$ cat src/rtl/instruction_mem_loader.sv
// Byte-stream to 16-bit instruction word loader for the instruction memory.
// Optional LOADER_CHECKSUM_EN adds a trailing XOR checksum byte and chk_err.
module instruction_mem_loader #(
    parameter int ADDR_W = 10,
    parameter int WORD_W = 16
) (
    input  logic              clk,
    input  logic              rst,
    input  logic              start,
    input  logic [ADDR_W-1:0] base_adr,
    input  logic [ADDR_W:0]   word_cnt,
    input  logic [7:0]        in_data,
    input  logic              in_valid,
    output logic              in_ready,
    output logic              mem_we,
    output logic [ADDR_W-1:0] mem_adr,
    output logic [WORD_W-1:0] mem_wdata,
    output logic              cpu_hold,
    output logic              busy,
    output logic              done,
    output logic [ADDR_W:0]   words_written,
    output logic              chk_err
);

    localparam logic [ADDR_W:0] MAX_CNT = {1'b1, {ADDR_W{1'b0}}};

    typedef enum logic [2:0] {
        IDLE,
        GET_HI,
        GET_LO,
        WRITE,
`ifdef LOADER_CHECKSUM_EN
        CHECK,
`endif
        DONE
    } state_t;

    state_t            state;
    state_t            state_n;
    logic [ADDR_W-1:0] cur_adr;
    logic [ADDR_W:0]   count;
    logic [7:0]        hi_byte;
    logic [ADDR_W:0]   cnt_sat;
    logic [ADDR_W:0]   ww_inc;
    logic              accept;

    assign cnt_sat  = (word_cnt > MAX_CNT) ? MAX_CNT : word_cnt;
    assign ww_inc   = words_written + 1'b1;
    assign accept   = in_valid & in_ready;
    assign busy     = (state != IDLE);
    assign cpu_hold = busy;

    // Next-state and handshake decode
    always_comb begin
        state_n  = state;
        in_ready = 1'b0;
        unique case (state)
            IDLE: begin
                if (start) begin
                    state_n = (cnt_sat == '0) ? DONE : GET_HI;
                end
            end
            GET_HI: begin
                in_ready = 1'b1;
                if (in_valid) state_n = GET_LO;
            end
            GET_LO: begin
                in_ready = 1'b1;
                if (in_valid) state_n = WRITE;
            end
            WRITE: begin
                if (ww_inc == count) begin
`ifdef LOADER_CHECKSUM_EN
                    state_n = CHECK;
`else
                    state_n = DONE;
`endif
                end else begin
                    state_n = GET_HI;
                end
            end
`ifdef LOADER_CHECKSUM_EN
            CHECK: begin
                in_ready = 1'b1;
                if (in_valid) state_n = DONE;
            end
`endif
            DONE: state_n = IDLE;
            default: state_n = IDLE;
        endcase
    end

    // State register
    always_ff @(posedge clk or posedge rst) begin
        if (rst) state <= IDLE;
        else     state <= state_n;
    end

    // Datapath: address/count tracking, word assembly and output strobes
    always_ff @(posedge clk or posedge rst) begin
        if (rst) begin
            cur_adr       <= '0;
            count         <= '0;
            hi_byte       <= '0;
            mem_we        <= 1'b0;
            mem_adr       <= '0;
            mem_wdata     <= '0;
            done          <= 1'b0;
            words_written <= '0;
        end else begin
            mem_we <= (state == WRITE);
            done   <= (state == DONE);
            if (state == IDLE && start) begin
                cur_adr       <= base_adr;
                count         <= cnt_sat;
                words_written <= '0;
            end
            if (state == GET_HI && accept) begin
                hi_byte <= in_data;
            end
            if (state == GET_LO && accept) begin
                mem_wdata <= {hi_byte, in_data};
                mem_adr   <= cur_adr;
            end
            if (state == WRITE) begin
                cur_adr       <= cur_adr + 1'b1;
                words_written <= ww_inc;
            end
        end
    end

`ifdef LOADER_CHECKSUM_EN
    logic [7:0] xor_acc;

    // Running XOR of data bytes, compared against the trailing checksum byte
    always_ff @(posedge clk or posedge rst) begin
        if (rst) begin
            xor_acc <= '0;
            chk_err <= 1'b0;
        end else begin
            if (state == IDLE && start) begin
                xor_acc <= '0;
                chk_err <= 1'b0;
            end
            if ((state == GET_HI || state == GET_LO) && accept) begin
                xor_acc <= xor_acc ^ in_data;
            end
            if (state == CHECK && accept) begin
                chk_err <= (in_data != xor_acc);
            end
        end
    end
`else
    assign chk_err = 1'b0;
`endif

endmodule

$ cat config.mk
export PLATFORM = sky130hd
export DESIGN_NAME = instruction_mem_loader
export DESIGN_NICKNAME = d
export VERILOG_FILES = /design/src/rtl/instruction_mem_loader.sv
export SDC_FILE = /design/constraint.sdc
export NUM_CORES = 1
export LEC_CHECK = 0
export ABC_AREA = 1
export CORE_MARGIN = 5
export CORE_UTILIZATION = 51
export CTS_CLUSTER_DIAMETER = 100
export DETAILED_ROUTE_END_ITERATION = 7
export HOLD_SLACK_MARGIN = 0.1
export PLACE_DENSITY = 0.83
export RECOVER_POWER = 100
export SLEW_MARGIN = 40
export SYNTH_ARGS = -nofsm -noshare
export SYNTH_HDL_FRONTEND = slang
export SYNTH_SLANG_ARGS = --single-unit
$ cat constraint.sdc
create_clock -name clk -period 3 [get_ports clk]
set_input_delay 0.6 -clock clk [delete_from_list [all_inputs] [get_ports clk]]
set_output_delay 0.6 -clock clk [all_outputs]
set_load 0.02 [all_outputs]
==> flow_summary_export.csv <==
group,metric,value,unit
placed_design,globalplace.congestion,0.854,
worst_setup_path,cp_max_fo,3,
worst_setup_path,critPathMostFrequentCell,"nand2_1",
die,core,0.00668,mm2
synth,synth_edf_count,0,
worst_setup_path,path_class,"flop to output port",
clock_network,clock_sinks,71,
clock_network,holdBufCountCts,0,
placed_design,hpwl,6.12,mm
drt,drcViolationCount,0,
worst_setup_path,worstSetupStartpointType,"flop",
synth,ys_ff_latch,71,
power,p_leak,0.00213,uW
die,initial_core_util,0.516,
synth,synth_flop_cell,"dfrtp_1",
sta,maxSlewHeadroom,0.156,
synth,synth_nets,450,
final_layout,final_area,0.00440,mm2
synth,seq_area_frac_synth,0.515,
clock_network,htreeDepth,3,
clock_network,cts_tree,"yes",
synth,async_flop_share,1.00,
synth,syn-cell-area,0.00345,mm2
worst_setup_path,arrival,1.85,ns
clock_network,clockRootBuffer,"clkbuf_8",
drt,drtIter0Drc,207,
synth,yosys_warnings,0,
worst_setup_path,max_stage_delay,0.68,ns
placed_design,portBuffers,74,
worst_setup_path,cp-end-kind,"output port",
final_layout,fill_cells,536,
synth,yosysTopAreaCellShare,0.515,
worst_setup_path,crit_slowest_cell,"dlygate4sd3_1",
power,ir_worst_vdd,568,uV
sta,slew_violations,0,
grt,grt_max_degree,47,
clock_network,numCtsBuffers,9,
final_layout,diodes,0,
synth,synth.largest_area_cell,"dfrtp_1",
final_layout,syn2layout_area_growth,27.5,%
worst_setup_path,rr_worst_depth,7,
sta,clock_skew,0.00725,ns
sta,finalSetupViolCount,0,
drt,wl_per_cell,14.2,um
outcome,outcome,"completed",
drt,vias_per_cell,5.17,
synth,synth_top_cells_by_count,"nand2_1, dfrtp_1, inv_1",
clock_network,clock_path_buffers,2,
clock_network,clk_pin_slew,0.07,ns
sta,hold_viol_final,0,
synth,synthTopCellsByArea,"dfrtp_1, nand2_1, inv_1, o21ai_0, nand3_1",
worst_hold_path,hold_depth,2,
drt,ant_nets,0,
clock_network,cts_setup_buffers,0,
die,die_y,92.2,um
placed_design,placed_cell_area,0.00423,mm2
die,fp-row-count,30,
grt,grt_pass1_wl,13.7,mm
sta,period_share,0.815,
die,fp.dieArea,0.00851,mm2
worst_hold_path,hp-class,"flop to flop",
worst_setup_path,crit_buf_inv,2,
drt,dr.pass1.iters,4,
grt,grt_pass1_vias,3015,
final_layout,drive_gt1_frac,0.0813,
sta,finalCriticalPeriod,2.45,ns
grt,grt_usage,0.204,
worst_setup_path,cp_top_family,"buffers and inverters",
die,boundaryPins,76,
sta,rsz0062_at_grt,"no",
drt,vias,2959,
clock_network,cts-resized-gates,0,
die,die_x,92.2,um
sta,fin_setup_tns,0,ns
final_layout,final_nets,522,
worst_setup_path,crit_path_cell_trace,"inv_1 > nor2_1 > nand2_1 > nand2_1 > dlygate4sd3_1",
job,cap_violations,0,
worst_setup_path,critical_path_required,2.40,ns
sta,worstMarginPinSlew,1.26,ns
worst_setup_path,cp.depth,5,
synth,avgSynthCellArea,8.31,um2
grt,grt_overflow,0,
grt,antenna_found_initial,0,
synth,yosysMostFrequentCell,"nand2_1",
synth,synthCells,415,
sta,fmax,409,MHz
clock_network,worstSkewPairLatency,0.34,ns
synth,synth_cell_types,35,
drt,postRouteWirelength,8.10,mm
power,powerDensity,882,mW/mm2
routing by layer:
layer,wire (um),vias up,track usage
li1,-,1478,-
met1,3320,1382,0.240
met2,4010,84,0.343
met3,591,15,0.0623
met4,182,0,0.0891
met5,0,-,0
worst reg2reg max path: stages (launching register included):
cell and delay (ns):
dfrtp_1 0.41, nor2_1 0.16, nand2_1 0.12, inv_1 0.11, nand2_1 0.21, inv_1 0.41, o21ai_0 0.45, o21ai_0 0.30
registers in the layout (all words and copies together), names as in the netlist:
signal / count
mem_wdata: 16
count: 11
words_written: 11
cur_adr: 10
mem_adr: 10
hi_byte: 8
state: 3
done: 1
mem_we: 1
layout make-up:
cell class / instances / area [um2] / share of cell area
Clock inverter: 7 / 48.8 / 0.0111
Timing Repair Buffer: 75 / 761 / 0.173
Multi-Input combinational cell: 270 / 1360 / 0.310
Clock buffer: 9 / 124 / 0.0282
Sequential cell: 71 / 1780 / 0.404
Tap cell: 80 / 100 / 0.0228
Inverter: 60 / 225 / 0.0512
placed cells by master, fill, tap and decap left out, types with 3 or more instances in the layout:
cell type	n
nor2_2	4
clkbuf_8	9
inv_1	59
nand2_1	109
dfrtp_1	71
o21ai_0	44
nor3_1	4
nand3_1	28
dlygate4sd3_1	44
clkinvlp_4	4
nand3_2	3
nor2_1	23
mux2_2	9
nand4_1	5
a21oi_1	8
clkdlybuf4s50_1	30
o22ai_1	11
cells by family after synthesis:
kind of cell,after synthesis,share of synthesized area
compound gates,73,0.119
xor+xnor,3,0.00762
fa+ha+maj,2,0.00725
buf+inv,74,0.0878
flops,71,0.515
mux,9,0.0294
other cells,1,0.00109
simple gates,182,0.233
power breakdown:
part / leakage, uW / internal [uW] / total, uW / switching [uW]
Combinational: 0.00115 / 665 / 1650 / 986
Sequential: 0.000901 / 1320 / 1560 / 235
Clock: 0.0000776 / 299 / 669 / 370
Total: 0.00213 / 2290 / 3880 / 1590
path summary, 6_finish.rpt:
kind,to,slack (ns),startpoint
max,in_ready,0.55,state[1]
max in group asynchronous,words_written[4],1.30,rst
min in group asynchronous,mem_wdata[6],0.93,rst
max reg2reg,count[1],0.75,state[1]
min reg2reg,hi_byte[4],0.48,hi_byte[4]
min,hi_byte[4],0.48,hi_byte[4]
through the flow:
step           hold WS [ns]  utilization  setup WS (ns)  power [uW]  std cells
3_3_place_gp          0.444        0.634          0.733        3260        556
6_report              0.484        0.658          0.554        3880        572
2_1_floorplan         0.432            -          0.603        2640        415
3_5_place_dp          0.471        0.634          0.645        3320        556
4_1_cts               0.490        0.659          0.613        4010        572
5_1_grt               0.508        0.658          0.449        4200        572
Power figures use the tool's default switching activity.
